## src/rtl/e_slot_alloc_if.sv

```systemverilog
// rtl/e_slot_alloc_if.sv - allocate/free/status bundle for the round-robin slot allocator
interface e_slot_alloc_if #(
   parameter int W = 4
);
   localparam int CNT_W = $clog2(W + 1);

   logic             alloc_req_i;
   logic             alloc_gnt_o;
   logic [W-1:0]     alloc_idx_o;
   logic             free_vld_i;
   logic [W-1:0]     free_idx_i;
   logic [W-1:0]     occ_o;
   logic [CNT_W-1:0] cnt_o;
   logic             full_o;
   logic             empty_o;
   logic             err_o;

   modport master (
      output alloc_req_i, free_vld_i, free_idx_i,
      input  alloc_gnt_o, alloc_idx_o, occ_o, cnt_o, full_o, empty_o, err_o
   );

   modport slave (
      input  alloc_req_i, free_vld_i, free_idx_i,
      output alloc_gnt_o, alloc_idx_o, occ_o, cnt_o, full_o, empty_o, err_o
   );
endinterface

```

## src/rtl/e_slot_alloc.sv

```systemverilog
// rtl/e_slot_alloc.sv - round-robin W-slot allocator with one-hot frees and sticky error
module e_slot_alloc #(
   parameter int W = 4
) (
   input  logic           clk,
   input  logic           arst,
   e_slot_alloc_if.slave  bus
);
   localparam int CNT_W = $clog2(W + 1);
   localparam int IW    = (W > 1) ? $clog2(W) : 1;

   generate
      if (W < 2 || W > 8) begin : g_bad_w
         $error("e_slot_alloc: W must be in 2..8");
      end
   endgenerate

   logic [W-1:0]     occ;
   logic [W-1:0]     ptr;
   logic [CNT_W-1:0] cnt;
   logic             full;
   logic             empty;
   logic             err;

   logic [W-1:0]     gnt_idx;
   logic             gnt;
   logic             free_onehot;
   logic             free_legal;
   logic             free_illegal;
   logic [W-1:0]     occ_next;
   logic [CNT_W-1:0] cnt_next;
   logic [IW-1:0]    pos;
   int               start;
   logic             found;

   // Search descends from the slot just below the last grant, wrapping 0 -> W-1.
   always_comb begin
      start   = W - 1;
      gnt_idx = '0;
      found   = 1'b0;
      pos     = '0;
      for (int i = 0; i < W; i++) begin
         if (ptr[i]) start = (i == 0) ? (W - 1) : (i - 1);
      end
      for (int j = 0; j < W; j++) begin
         pos = IW'((start + W - j) % W);
         if (!found && !occ[pos]) begin
            gnt_idx[pos] = 1'b1;
            found        = 1'b1;
         end
      end
   end

   assign gnt          = bus.alloc_req_i & ~full;
   assign free_onehot  = (bus.free_idx_i != '0) &&
                         ((bus.free_idx_i & (bus.free_idx_i - W'(1))) == '0);
   assign free_legal   = bus.free_vld_i & free_onehot & (|(bus.free_idx_i & occ));
   assign free_illegal = bus.free_vld_i & ~free_legal;

   // Grant targets a free slot and a legal free targets an occupied one, so they never collide.
   assign occ_next = (occ | (gnt ? gnt_idx : '0)) & ~(free_legal ? bus.free_idx_i : '0);
   assign cnt_next = cnt + CNT_W'(gnt) - CNT_W'(free_legal);

   always_ff @(posedge clk or posedge arst) begin
      if (arst) begin
         occ   <= '0;
         ptr   <= '0;
         cnt   <= '0;
         full  <= 1'b0;
         empty <= 1'b1;
         err   <= 1'b0;
      end else begin
         occ   <= occ_next;
         cnt   <= cnt_next;
         full  <= (cnt_next == CNT_W'(W));
         empty <= (cnt_next == '0);
         if (gnt)          ptr <= gnt_idx;
         if (free_illegal) err <= 1'b1;
      end
   end

   assign bus.alloc_gnt_o = gnt;
   assign bus.alloc_idx_o = gnt ? gnt_idx : '0;
   assign bus.occ_o       = occ;
   assign bus.cnt_o       = cnt;
   assign bus.full_o      = full;
   assign bus.empty_o     = empty;
   assign bus.err_o       = err;

   a_cnt_popcount: assert property (@(posedge clk) disable iff (arst)
      cnt == CNT_W'($countones(occ)));
endmodule
```

## src/flat_wrapper.sv

```systemverilog
// flat-port wrapper written by rule: the top's interface ports become plain ports
module e_slot_alloc_flat 
#(
   parameter int W = 4
)
  (clk, arst, bus_alloc_req_i, bus_free_vld_i, bus_free_idx_i, bus_alloc_gnt_o, bus_alloc_idx_o, bus_occ_o, bus_cnt_o, bus_full_o, bus_empty_o, bus_err_o);
  e_slot_alloc_if #(.W(W)) bus_i ();
  input  logic clk;
  input  logic arst;
  input wire logic [$bits(bus_i.alloc_req_i)-1:0] bus_alloc_req_i;
  input wire logic [$bits(bus_i.free_vld_i)-1:0] bus_free_vld_i;
  input wire logic [$bits(bus_i.free_idx_i)-1:0] bus_free_idx_i;
  output wire logic [$bits(bus_i.alloc_gnt_o)-1:0] bus_alloc_gnt_o;
  output wire logic [$bits(bus_i.alloc_idx_o)-1:0] bus_alloc_idx_o;
  output wire logic [$bits(bus_i.occ_o)-1:0] bus_occ_o;
  output wire logic [$bits(bus_i.cnt_o)-1:0] bus_cnt_o;
  output wire logic [$bits(bus_i.full_o)-1:0] bus_full_o;
  output wire logic [$bits(bus_i.empty_o)-1:0] bus_empty_o;
  output wire logic [$bits(bus_i.err_o)-1:0] bus_err_o;
  assign bus_i.alloc_req_i = bus_alloc_req_i;
  assign bus_i.free_vld_i = bus_free_vld_i;
  assign bus_i.free_idx_i = bus_free_idx_i;
  assign bus_alloc_gnt_o = bus_i.alloc_gnt_o;
  assign bus_alloc_idx_o = bus_i.alloc_idx_o;
  assign bus_occ_o = bus_i.occ_o;
  assign bus_cnt_o = bus_i.cnt_o;
  assign bus_full_o = bus_i.full_o;
  assign bus_empty_o = bus_i.empty_o;
  assign bus_err_o = bus_i.err_o;
  e_slot_alloc #(.W(W)) u_core (.clk(clk), .arst(arst), .bus(bus_i));
endmodule
```

## config.mk

```make
export PLATFORM = sky130hd
export DESIGN_NAME = e_slot_alloc_flat
export DESIGN_NICKNAME = d
export VERILOG_FILES = /design/src/rtl/e_slot_alloc_if.sv /design/src/rtl/e_slot_alloc.sv /design/src/flat_wrapper.sv
export SDC_FILE = /design/constraint.sdc
export NUM_CORES = 1
export LEC_CHECK = 0
export ABC_AREA = 1
export CORE_UTILIZATION = 35
export CTS_CLUSTER_SIZE = 25
export DETAILED_ROUTE_END_ITERATION = 8
export GPL_TIMING_DRIVEN = 0
export PLACE_DENSITY_LB_ADDON = 0.3
export SKIP_LAST_GASP = 1
export SYNTH_ARGS = -nofsm -noshare
export SYNTH_HDL_FRONTEND = slang
export SYNTH_SLANG_ARGS = --single-unit
```

## constraint.sdc

```tcl
create_clock -name clk -period 6.85 [get_ports clk]
set_input_delay 1.37 -clock clk [delete_from_list [all_inputs] [get_ports clk]]
set_output_delay 1.37 -clock clk [all_outputs]
set_load 0.02 [all_outputs]
```

Yosys cells after proc, flatten, opt, wreduce, memory -nomap -nowiden

Cells that the tools add are included.
W data, S select, Z words.

Input port bits: 8
Register bits after elaboration: 14
Logic and storage cells: 81

Muxes and demuxes: 28
Eq/ne operators: 1
$add $sub $neg: 7
Bitwise operators: 14
Reduce and logical (&&, ||, !) cells: 17
$lt $le $gt $ge: 8

Operator list:

| operator              | count |
|---|---|
| $mux W4               | 6 |
| $or A4 B4 Y4          | 4 |
| $and A4 B4 Y4         | 3 |
| $lt A2 B3 Y1 const B  | 4 |
| $mux W1               | 11 |
| $bmux W1 S2           | 4 |
| $demux W1 S2          | 4 |
| $ge A2 B1 Y1 const B  | 4 |
| $logic_and A1 B1 Y1   | 8 |
| $mux W2               | 3 |
| $logic_not A1 Y1      | 5 |
| $and A1 B1 Y1         | 4 |
| $logic_not A4 Y1      | 1 |
| $not A4 Y4            | 1 |
| $reduce_bool A4 Y1    | 1 |
| $reduce_or A4 Y1      | 1 |
| $sub A2 B2 Y2 const B | 2 |
| $sub A4 B1 Y4 const B | 1 |
| $add A3 B1 Y3         | 1 |
| $eq A3 B3 Y1 const B  | 1 |
| $logic_not A3 Y1      | 1 |
| $sub A3 B1 Y3         | 1 |
| $add A2 B1 Y2 const B | 1 |
| $not A1 Y1            | 2 |
| $sub A2 B1 Y2 const B | 1 |

Logic depth before layout (Yosys ltp)

Depth after elaboration: 19
Mapped depth: 15
Gate-level depth less buffers: 15

Worst setup path before layout

OpenSTA, ideal clock, no wires.

Kind: input -> output
Start point: in bus_alloc_req_i
End point: out bus_alloc_idx_o[0]
Path buffers: 0
Arrival: 2.106 ns
Cell stages on the path: 4
Slack: 3.374 ns
Cell sequence: inv_1 -> nor2_2 -> nand2_1 -> inv_1

Word-level cells in the longest chain between the ends: 2

Ends and longest elaborated chain:

| what                | line               | source |
|---|---|---|
| from (decl)         | flat_wrapper.sv:10 | `input wire logic [$bits(bus_i.alloc_req_i)-1:0] bus_alloc_req_i;` |
| $and A1 B1 Y1       | e_slot_alloc.sv:54 | `assign gnt = bus.alloc_req_i & ~full;` |
| net bus_alloc_gnt_o | flat_wrapper.sv:13 | `output wire logic [$bits(bus_i.alloc_gnt_o)-1:0] bus_alloc_gnt_o;` |
| $mux W4             | e_slot_alloc.sv:83 | `assign bus.alloc_idx_o = gnt ? gnt_idx : '0;` |
| to (decl)           | flat_wrapper.sv:14 | `output wire logic [$bits(bus_i.alloc_idx_o)-1:0] bus_alloc_idx_o;` |

The timed path passes the listed nets, and every way through them passes these cells.

Final worst setup path

Start point: in bus_alloc_req_i
End point: out bus_alloc_idx_o[0]

Word-level cells in the longest chain between the ends: 2

Ends and longest elaborated chain:

| what          | line |
|---|---|
| $and A1 B1 Y1 | e_slot_alloc.sv:54 |
| $mux W4       | e_slot_alloc.sv:83 |

No other way between the ends.

==> impl_metrics.yaml <==
setup_path:
  path_class: "primary input to primary output"
  setup.worst_path.start_class: "primary input"
  required_ps: 5480
  cp_max_fo: 9
  worst-path-buf-inv: 4
  slowest_stage: "clkdlybuf4s50_1"
  arrival_ps: 3010
  critPathTopFamily: "buffers and inverters"
  cpPeakStageDelay_ps: 590
  worstPathCellList: "clkdlybuf4s50_1, inv_1, nor2_2, nand2_1, inv_1, clkdlybuf4s50_1"
  crit_path_end_kind: "primary output"
min_path:
  hp-class: "flip-flop to flip-flop"
clock_tree:
  clockBufferDepth: 2
  root_buffer: "clkbuf_4"
  cts.sinks: 13
  hold_buffers: 0
  numCtsBuffers: 3
  cts.reportedPaths.clkPinSlew_ps: 80
  cts_tree: "built"
  post-cts-setup-buffers: 0
  htree_levels: 1
  cts_resized: 0
  worst_skew_pair.late_latency_ps: 270
sta:
  finalCriticalPeriod_ps: 4380
  rsz0062_at_grt: "no"
  setup_tns_ps: 0
  setup_violations: 0
  fmax_mhz: 228
  holdWs_ps: 468
  skew_ps: 3.55
  finalHoldViolations: 0
  relSlewSlack_pct: 67.1
  fin_ws_ps: 2470
  tightest_slew_ps: 493
  finalMaxSlewViolations: 0
  post-route-period-util_pct: 63.9
floorplan:
  fp.dieH_um: 57.6
  dieArea_um2: 3310
  die_w_um: 57.6
  start_util_pct: 38.2
  ioPinCount: 23
  coreArea_um2: 2830
  std_cell_rows: 19
synthesis:
  synth.avg_cell_area_um2: 7.72
  synth_edf_count: 0
  ys.flop_type: "dfrtp_1"
  syn_area_um2: 1080
  syn_nets: 151
  ys_warn_count: 0
  syn_inst: 140
  ys_seq_elements: 13
  synth_cell_type_count: 30
  ys_seq_area_share_pct: 30.2
  async_flop_share_pct: 100
routing:
  ant_nets: 0
  wire_per_inst_um: 11.6
  drt_iter0_drc: 29
  dr.pass1.iters: 4
  wl_um: 2280
  vias_per_cell: 5.00
  via_count: 985
  drc: 0
placement:
  post_dp_cell_area_um2: 1340
  port_buffers: 22
  dp.cells: 193
  dp_slack_ps: 2450
  place.gp.congestion: 0.792
  dp_hpwl_um: 1830
power:
  p_sw_uw: 390
  cellPowerDensity_nw_per_um2: 537
  intPower_uw: 343
  p_leak_nw: 0.698
  power_frac_comb_pct: 74.7
  power.total_uw: 734
  seqPwrFrac_pct: 19.0
  p_sw_share_pct: 53.2
  ir_drop_uv: 229
  pwr-share-clk_pct: 6.3
cells_and_area:
  final_core_util_pct: 48.3
  num_antenna_cells: 0
  final_cells: 197
  syn_to_final_growth_pct: 26.4
  n_fill_cell: 285
  fin_nets: 178
  postLayoutCellArea_um2: 1370
  drive_gt1_share_pct: 21.7
  ff_latch_area_um2: 327
  multi_input_comb_area_um2: 646
run_status:
  status: "finished clean"
global_routing:
  grt_max_degree: 14
  grt.total_usage_pct: 15.2
  grt_pass1_wl_um: 3940
  antenna_found_initial: 0
  first_global_vias: 890
  grt_remaining_overflow: 0
run:
  max_cap_violations: 0
-- power by group through the flow --
stage | clock, mW | sequential (mW) | combinational (mW)
after floorplan | 0 | 0.164 | 0.375
after global placement | 0 | 0.140 | 0.536
after detailed placement | 0 | 0.141 | 0.548
after CTS | 0.0489 | 0.140 | 0.551
after global routing | 0.0508 | 0.144 | 0.602
final | 0.0464 | 0.139 | 0.548
-- registers in the layout, summed over array words and instances, names as in the netlist --
name	flops
u_core.bus.occ_o	4
u_core.bus.full_o	1
u_core.bus.err_o	1
u_core.ptr	3
u_core.bus.empty_o	1
u_core.bus.cnt_o	3
-- placed cells by master (no fill, tap or decap), types with 2 or more instances in the layout --
| master | n |
|---|---|
| nand2_1 | 30 |
| nand3_1 | 23 |
| clkdlybuf4s50_1 | 22 |
| inv_1 | 21 |
| dfrtp_1 | 12 |
| nand3_2 | 7 |
| nor2_1 | 6 |
| nand2_4 | 5 |
| nand2_2 | 5 |
| inv_2 | 3 |
| o21ai_1 | 3 |
| clkbuf_4 | 3 |
| nand3_4 | 2 |
| clkinv_1 | 2 |
| a21oi_2 | 2 |
| a21boi_2 | 2 |
| ha_1 | 2 |
-- Yosys cell counts (2+ instances only) --
master	count	area, um2
nand3_1	23	115
a21oi_2	2	17.5
nand3_4	2	35.0
inv_1	21	78.8
o21ai_1	3	15.0
nand3_2	7	70.1
nor2_1	6	22.5
nand2_4	5	56.3
inv_2	3	11.3
dfrtp_1	12	300
nand2_1	30	113
a21boi_2	2	22.5
nand2_2	5	31.3
ha_1	2	25.0
clkinv_1	2	7.51
-- metal layers --
metal	part of all wire, %	wire, um	GRT usage (%)	vias to the layer above
li1	-	-	-	502
met1	46	1050	22.3	445
met2	47	1070	22.3	36
met3	6.2	140	2.04	2
met4	0.70	16	6.62	0
met5	0	0	0	-
-- layout make-up --
| class | instances | share of cell area [%] |
|---|---|---|
| multi-input combinational | 100 | 47.3 |
| clock buffer | 4 | 1.92 |
| tap | 31 | 2.84 |
| buffer | 1 | 0.824 |
| inverter | 26 | 7.14 |
| timing repair buffer | 22 | 16.1 |
| sequential | 13 | 23.9 |
-- final timing paths --
check	from	endpoint	slack, ps	cells after the start
setup reg to reg	u_core.bus.occ_o[2]	u_core.bus.full_o	4150	15
hold reg to reg	u_core.bus.err_o	u_core.bus.err_o	470	1
hold / removal	u_core.bus.err_o	u_core.bus.err_o	470	1
min in group asynchronous	arst	u_core.bus.err_o	1410	2
setup / recovery	bus_alloc_req_i	bus_alloc_idx_o[0]	2470	6
max in group asynchronous	arst	u_core.bus.empty_o	5080	2
-- kinds of logic (layout without fill, tap and decap cells) --
kind of cell | after synthesis | in the layout | synth area share [%]
XOR/XNOR | 2 | 2 | 1.62
adder cells (fa/ha/maj) | 3 | 3 | 4.17
flip-flops | 13 | 13 | 30.2
buffers and inverters | 27 | 53 | 10.1
AO/OA/AOI/OAI | 11 | 11 | 7.75
AND/OR/NAND/NOR | 84 | 84 | 46.2
-- worst register-to-register path: stages, from the launching register on --
cell	delay (ps)
dfrtp_1	400
inv_1	170
o22ai_1	110
nand2_1	60
nand2_1	40
nand2_1	60
nand2_1	50
nand2_1	100
inv_1	90
ha_1	270
inv_1	40
ha_1	180
fa_1	380
xnor2_1	180
xor2_1	260
nor3b_1	230
(Power assumes the default switching activity.)
